File: config.mk
export PLATFORM = sky130hd
export DESIGN_NAME = pwm_meter
export DESIGN_NICKNAME = d
export VERILOG_FILES = /design/src/rtl/pwm_pkg.sv /design/src/rtl/sync2.sv /design/src/rtl/pwm_meter.sv
export SDC_FILE = /design/constraint.sdc
export NUM_CORES = 1
export LEC_CHECK = 0
export ABC_AREA = 1
export CORE_MARGIN = 1
export CORE_UTILIZATION = 25
export DETAILED_ROUTE_END_ITERATION = 10
export SYNTH_ARGS = -nofsm -noshare
export SYNTH_HDL_FRONTEND = slang
export SYNTH_HIERARCHICAL = 1
export SYNTH_SLANG_ARGS = --single-unit
File: constraint.sdc
create_clock -name clk -period 1.76 [get_ports clk]
set_input_delay 0.264 -clock clk [delete_from_list [all_inputs] [get_ports clk]]
set_output_delay 0.264 -clock clk [all_outputs]
set_load 0.005 [all_outputs]
File: src/rtl/pwm_pkg.sv
// Shared definitions for the PWM period/duty meter: FSM state encoding and
// the default measurement counter width.
package pwm_pkg;

    localparam int DEFAULT_WIDTH = 16;

    typedef enum logic [1:0] {
        IDLE    = 2'd0,
        MEASURE = 2'd1,
        TIMEOUT = 2'd2
    } state_t;

endpackage

File: src/rtl/sync2.sv
// Two-flop synchronizer bringing an asynchronous level into the clk domain.
module sync2 (
    input  logic clk,
    input  logic rst_n,
    input  logic d,
    output logic q
);

    logic r_s1;
    logic r_s2;

    always_ff @(posedge clk or negedge rst_n) begin
        if (!rst_n) begin
            r_s1 <= 1'b0;
            r_s2 <= 1'b0;
        end else begin
            r_s1 <= d;
            r_s2 <= r_s1;
        end
    end

    assign q = r_s2;

endmodule

File: src/rtl/pwm_meter.sv
// PWM meter: measures period (reported as period-1) and high time between
// successive rising edges of pwm_in, with a sticky timeout for stalled input.
module pwm_meter
    import pwm_pkg::*;
#(
    parameter int WIDTH = DEFAULT_WIDTH
) (
    input  logic             clk,
    input  logic             rst_n,
    input  logic             enable,
    input  logic             pwm_in,
    output logic [WIDTH-1:0] wave_length,
    output logic [WIDTH-1:0] high_time,
    output logic             valid,
    output logic             timeout,
    output logic             level
);

    localparam logic [WIDTH-1:0] CNT_ONE  = {{(WIDTH-1){1'b0}}, 1'b1};
    localparam logic [WIDTH-1:0] CNT_MAX  = {WIDTH{1'b1}};
    localparam logic [WIDTH-1:0] CNT_LAST = CNT_MAX - CNT_ONE;

    logic             w_s2;
    logic             w_rise;
    logic             r_s3;
    state_t           r_state;
    logic [WIDTH-1:0] r_cnt_p;
    logic [WIDTH-1:0] r_cnt_h;
    logic [WIDTH-1:0] r_wave_length;
    logic [WIDTH-1:0] r_high_time;
    logic             r_valid;
    logic             r_timeout;

    sync2 u_sync2 (
        .clk   (clk),
        .rst_n (rst_n),
        .d     (pwm_in),
        .q     (w_s2)
    );

    assign w_rise = w_s2 & ~r_s3;

    // The rise cycle itself counts as the first high cycle, hence cnt_h restarts at 1.
    always_ff @(posedge clk or negedge rst_n) begin
        if (!rst_n) begin
            r_s3          <= 1'b0;
            r_state       <= IDLE;
            r_cnt_p       <= '0;
            r_cnt_h       <= '0;
            r_wave_length <= '0;
            r_high_time   <= '0;
            r_valid       <= 1'b0;
            r_timeout     <= 1'b0;
        end else begin
            r_s3    <= w_s2;
            r_valid <= 1'b0;
            if (!enable) begin
                r_state <= IDLE;
                r_cnt_p <= '0;
                r_cnt_h <= '0;
            end else begin
                case (r_state)
                    IDLE: begin
                        if (w_rise) begin
                            r_state <= MEASURE;
                            r_cnt_p <= '0;
                            r_cnt_h <= CNT_ONE;
                        end else if (r_cnt_p == CNT_LAST) begin
                            r_cnt_p   <= CNT_MAX;
                            r_timeout <= 1'b1;
                            r_state   <= TIMEOUT;
                        end else begin
                            r_cnt_p <= r_cnt_p + CNT_ONE;
                        end
                    end
                    MEASURE: begin
                        if (w_rise) begin
                            r_wave_length <= r_cnt_p;
                            r_high_time   <= r_cnt_h;
                            r_valid       <= 1'b1;
                            r_timeout     <= 1'b0;
                            r_cnt_p       <= '0;
                            r_cnt_h       <= CNT_ONE;
                        end else begin
                            if (r_cnt_p == CNT_LAST) begin
                                r_cnt_p   <= CNT_MAX;
                                r_timeout <= 1'b1;
                                r_state   <= TIMEOUT;
                            end else begin
                                r_cnt_p <= r_cnt_p + CNT_ONE;
                            end
                            if (w_s2 && (r_cnt_h != CNT_MAX)) begin
                                r_cnt_h <= r_cnt_h + CNT_ONE;
                            end
                        end
                    end
                    TIMEOUT: begin
                        // Timeout stays asserted until a full period produces a result.
                        if (w_rise) begin
                            r_state <= MEASURE;
                            r_cnt_p <= '0;
                            r_cnt_h <= CNT_ONE;
                        end
                    end
                    default: begin
                        r_state <= IDLE;
                        r_cnt_p <= '0;
                        r_cnt_h <= '0;
                    end
                endcase
            end
        end
    end

    assign wave_length = r_wave_length;
    assign high_time   = r_high_time;
    assign valid       = r_valid;
    assign timeout     = r_timeout;
    assign level       = w_s2;

endmodule

======== After elaboration in Yosys (flattened, before gate mapping) ========
Cells that the tools add are included.
W data, S select, Z words.
word-level totals
  flip-flop bits (word level) ............. 71
  input bits .............................. 4
  word-level logic and storage cells ...... 55
  output and inout bits ................... 35
cells by class
  reductions and logical operators ........ 9
  multiplexer cells ....................... 23
  $add $sub $neg .......................... 2
  bitwise operators ....................... 2
  eq/ne operators ......................... 9
operators by type and width
  operator                 count
  $mux W16                 8
  $pmux W16 S2             2
  $add A16 B1 Y16 const B  2
  $eq A16 B16 Y1 const B   1
  $ne A16 B16 Y1 const B   1
  $mux W2                  5
  $mux W1                  6
  $ne A3 B3 Y1 const B     2
  $pmux W2 S3              1
  $reduce_and A3 Y1        2
  $ne A4 B4 Y1 const B     1
  $reduce_and A2 Y1        2
  $reduce_or A2 Y1         2
  $ne A3 B2 Y1 const B     1
  $eq A2 B1 Y1 const B     1
  $eq A2 B2 Y1 const B     1
  $logic_not A2 Y1         1
  $ne A2 B2 Y1 const B     1
  $pmux W1 S2              1
  $reduce_bool A2 Y1       1
  $and A1 B1 Y1            1
  $logic_and A1 B1 Y1      1
  $not A1 Y1               1

======== Longest topological paths before layout ========
Gate-level depths: netlist of run 1.
  depth in word-level cells ............... 6
  depth in mapped cells ................... 11
  mapped depth without buffers ............ 10

======== Modules after synthesis ========
Netlist of run 1, hierarchy kept.
modules (own cells, without submodules)
  module     seq. area each (sq um)  area each (sq um)  instances  cells an instance
  pwm_meter  1726.7                  3688.5             1          453
  sync2      50.0                    50.0               1          2

======== Worst setup path after synthesis of run 1 ========
No wires, ideal clock.
  path type ............................... register to register
  start point ............................. reg r_cnt_h[0]
  end point ............................... reg r_cnt_h[15]
  setup slack ............................. 0.198 ns
  clock period less this slack ............ 1.562 ns
  stages on the path, launching flop included .. 10
  arrival time ............................ 1.445 ns
  library setup time ...................... 0.117 ns
  buffers on the path ..................... 1
  data required time ...................... 1.643 ns
  cell sequence ........................... dfrtp_1 -> ha_1 -> nand3_1 -> inv_2 -> nand2_1 -> o21ai_2 -> a21oi_2 -> buf_2 -> nand3_1 -> nand2_1
on the way
  word-level cells in the longest chain between the ends .. 5
  elaborated cells between the ends (all ways) .. 9
  those cells by class .................... add/sub: 1; eq/ne: 2; mux: 4; reduce/logical: 2
RTL lines
  element                 line             source
  from (decl)             pwm_meter.sv:28  logic [WIDTH-1:0] r_cnt_h;
  from (signal assigned)  pwm_meter.sv:93  r_cnt_h <= r_cnt_h + CNT_ONE;
  $add A16 B1 Y16         pwm_meter.sv:93
  $mux W16                pwm_meter.sv:92  if (w_s2 && (r_cnt_h != CNT_MAX)) begin
  $mux W16                pwm_meter.sv:77  if (w_rise) begin
  $pmux W16 S2            pwm_meter.sv:62  case (r_state)
  $mux W16                pwm_meter.sv:57  if (!enable) begin
Parallel ways exist; a longest one is shown, timed or not. The select of a mux whose other input is x is not followed.
A chain may end at the register's enable or synchronous reset.

======== Worst setup path after layout of run 1 ========
  start point ............................. reg r_cnt_p[2]
  end point ............................... reg r_cnt_p[12]
on the way
  word-level cells in the longest chain between the ends .. 5
  elaborated cells between the ends (all ways) .. 6
  those cells by class .................... add/sub: 1; eq/ne: 1; mux: 4
RTL lines
  element                                            line                              source
  from (decl)                                        pwm_meter.sv:27                   logic [WIDTH-1:0] r_cnt_p;
  from (signal assigned)                             pwm_meter.sv:73                   r_cnt_p <= r_cnt_p + CNT_ONE;
  from (signal assigned)                             pwm_meter.sv:90                   r_cnt_p <= r_cnt_p + CNT_ONE;
  $add A16 B1 Y16 or $eq A16 B16 Y1 (tied branches)  -
  $mux W16 (*)                                       pwm_meter.sv:68, pwm_meter.sv:85
  $mux W16 (*)                                       pwm_meter.sv:77
  $pmux W16 S2 (*)                                   pwm_meter.sv:62
  $mux W16 (*)                                       pwm_meter.sv:57
Every way passes the cells marked *; elsewhere a longest branch is shown, timed or not.

==> results of run 1 <==
[sequential cells by signal, indices dropped and copies added, names as in the netlist, 2 cells and up]
signal       count
high_time       16
r_state          2
r_cnt_h         16
r_cnt_p         16
wave_length     16
[layer usage]
| layer | vias to the layer above | share of wire (%) |
|---|---|---|
| li1 | 1589 | - |
| met1 | 1530 | 45 |
| met2 | 81 | 48 |
| met3 | 13 | 5.3 |
| met4 | 0 | 1.3 |
| met5 | - | 0 |
[metrics by stage]
| stage | instance area, µm² | setup WS (ns) | hold WS (ns) | TNS [ns] | power (mW) |
|---|---|---|---|---|---|
| floorplan | 3740 | 0.198 | -0.0316 | 0 | 2.12 |
| global placement | 4490 | -0.0453 | 0.319 | -0.144 | 2.47 |
| detailed placement | 4490 | -0.0640 | 0.326 | -0.231 | 2.48 |
| CTS | 4810 | 0.137 | 0.362 | 0 | 4.37 |
| global route | 4820 | 0.00200 | 0.378 | 0 | 4.51 |
| finish | 4820 | 0.144 | 0.367 | 0 | 4.32 |
[worst paths after layout]
kind | depth (start not counted) | from | endpoint
setup / recovery | 7 | r_cnt_p[2] | r_cnt_p[12]
hold / removal | 1 | pwm_in | u_sync2/r_s1
setup reg to reg | 7 | r_cnt_p[2] | r_cnt_p[12]
hold reg to reg | 0 | u_sync2/r_s1 | u_sync2/q
max in group asynchronous | 3 | rst_n | r_cnt_p[14]
min in group asynchronous | 3 | rst_n | r_cnt_h[11]
[timing repair]
action,in CTS,in global routing
endpoints found under the setup margin,0,3
resized for setup,0,2
setup buffers,0,0
hold buffers,1,0
hold endpoints to repair,71,0
[worst max-delay path: stages, from the launching register on]
cell,delay (ns)
dfrtp_1,0.45
nand2_1,0.12
inv_1,0.09
nand2_1,0.09
nor2_1,0.34
nand3b_1,0.14
o21ai_0,0.17
nand3_1,0.09
[cells in the mapped netlist]
cell / count
buf_6: 6
nand2_4: 2
clkbuf_1: 2
nor2_2: 2
a21oi_1: 7
nor3_4: 1
nor4_1: 2
inv_2: 6
nor2_1: 31
nand3b_1: 1
o21ai_2: 30
o211ai_1: 3
xnor2_1: 1
dfrtp_1: 71
nand3_2: 1
ha_1: 3
o21ai_1: 10
o221ai_1: 1
nor3_1: 11
inv_4: 2
inv_1: 45
or2_2: 2
a21oi_2: 1
nand2_1: 123
nor2_8: 1
buf_2: 2
o21ai_0: 22
nand2_2: 19
nand4_1: 5
nand3_1: 36
buf_4: 1
xor2_1: 5
[where the power goes]
part	internal (mW)	switching, mW
sequential	1.75	0.0790
combinational	0.327	0.282
clock	1.14	0.736
total	3.22	1.10
[area by class of cell]
cell class	count	area, µm²	share of cell area [%]
Sequential cell	71	1780	36.9
Multi-Input combinational cell	320	1670	34.7
Clock buffer	10	239	4.96
Tap cell	184	230	4.78
Timing Repair Buffer	63	628	13.0
Inverter	53	204	4.23
Clock inverter	6	67.6	1.40
[kinds of logic after synthesis]
group	Yosys count
buf+inv	64
fa+ha+maj	3
compound gates	74
simple gates	237
flops	71
xor+xnor	6
==> flow_summary.json, run 1 <==
{
  "netlist_area_um2": 3740,
  "dieArea_um2": 15400,
  "num_rows": 44,
  "htreeDepth": 3,
  "routedWlPerCell_um": 13.2,
  "critPathCaptureType": "flip-flop",
  "path_class": "reg2reg",
  "setup_viol": 0,
  "clk_pin_slew_worst_paths_ns": 0.06,
  "relSlewSlack_pct": 70.3,
  "cap_violations": 0,
  "fin_cells": 707,
  "fin_crit_sh_pct": 91.8,
  "clockRootBuffer": "clkbuf_16",
  "cts_buffer_depth": 2,
  "synth.top_cell.area_share_pct": 47.5,
  "vias_per_cell": 4.54,
  "ys_seq_area_share_pct": 47.5,
  "io_buffers": 38,
  "slew_viol_final": 0,
  "grt_use_met3_pct": 3.91,
  "drt_wl_total_um": 9350,
  "busiest_layer": "met2",
  "grt_start_max_net_pins": 72,
  "cts_sinks": 71,
  "rsz0062_at_grt": "no",
  "start_kind": "flip-flop",
  "r2r_setup_slack_ns": 0.14,
  "synth_fp_nets": 462,
  "yosys-mux-area-fraction_pct": 0,
  "gp_congestion": 0.908,
  "clock-skew-final_ns": 0.00581,
  "power_density_nw_per_um2": 896,
  "vdd_ir_drop_max_mv": 0.486,
  "fin_util_pct": 33.0,
  "finalHoldViolations": 0,
  "grt_use_met2_pct": 21.1,
  "synth_compound_area_share_pct": 13.3,
  "num-fill-cells": 1503,
  "core-area_um2": 14600,
  "yosys_warnings": 6,
  "met1_usage_pct": 16.3,
  "drive_gt1_share_pct": 21.0,
  "final_cell_mix": "nand2_1 (122), dfrtp_1 (71), inv_1 (45), clkdlybuf4s50_1 (37), nand3_1 (36)",
  "place.detailed.hpwl_um": 6890,
  "start_util_pct": 25.6,
  "ant_nets": 0,
  "synth-adder-area-share_pct": 1.00,
  "drc": 0,
  "area_growth_pct": 28.9,
  "cts_tree": "built",
  "period_needed_ns": 1.62,
  "layout_commonest_cell": "nand2_1",
  "synthSimpleGateAreaFrac_pct": 28.8,
  "cp_max_fo": 6,
  "place_inst": 690,
  "synth-xor-area-share_pct": 1.41,
  "die_w_um": 124,
  "antenna_found_initial": 0,
  "overflow": 0,
  "clock_latency_ns": 0.34,
  "arrival_ns": 1.84,
  "io_pins": 39,
  "num_antenna_cells": 0,
  "drtIter0Drc": 189,
  "syn_inst": 455,
  "first_pass_iters": 4,
  "synth_seq_cells": 71,
  "synth_top_area_cell": "dfrtp_1",
  "grt.total_usage_pct": 12.9,
  "nNetsFinal": 525,
  "vias": 3213,
  "syn_avg_cell_area_um2": 8.22,
  "p_leak_nw": 2.16,
  "numCtsBuffers": 9,
  "fmax_mhz": 619,
  "fp.dieH_um": 124,
  "synth_top_family_by_area": "simple AND/OR/NAND/NOR gates",
  "grt_pass1_vias": 3135,
  "min_path_type": "in2reg",
  "synth_area_leaders": "dfrtp_1 (48%), nand2_1 (12%), o21ai_2 (7.0%)",
  "status": "finished clean",
  "grt_pass1_wl_um": 15900,
  "worstPathRequired_ns": 1.98,
  "worst_pin_slew_ns": 0.445,
  "synth_cell_types": 32
}
No activity file was read; power rests on OpenSTA's default activity.
==> run 2: changes to the inputs <==
ABC_CLOCK_PERIOD_IN_PS = 1760   (was unset)
SKIP_CTS_REPAIR_TIMING = 1   (was unset)
==> results of run 2 <==
No change in the layout: final DEF, timing and power equal those of run 1.
Main changes from that run: met3 usage 3.91% -> 3.95%
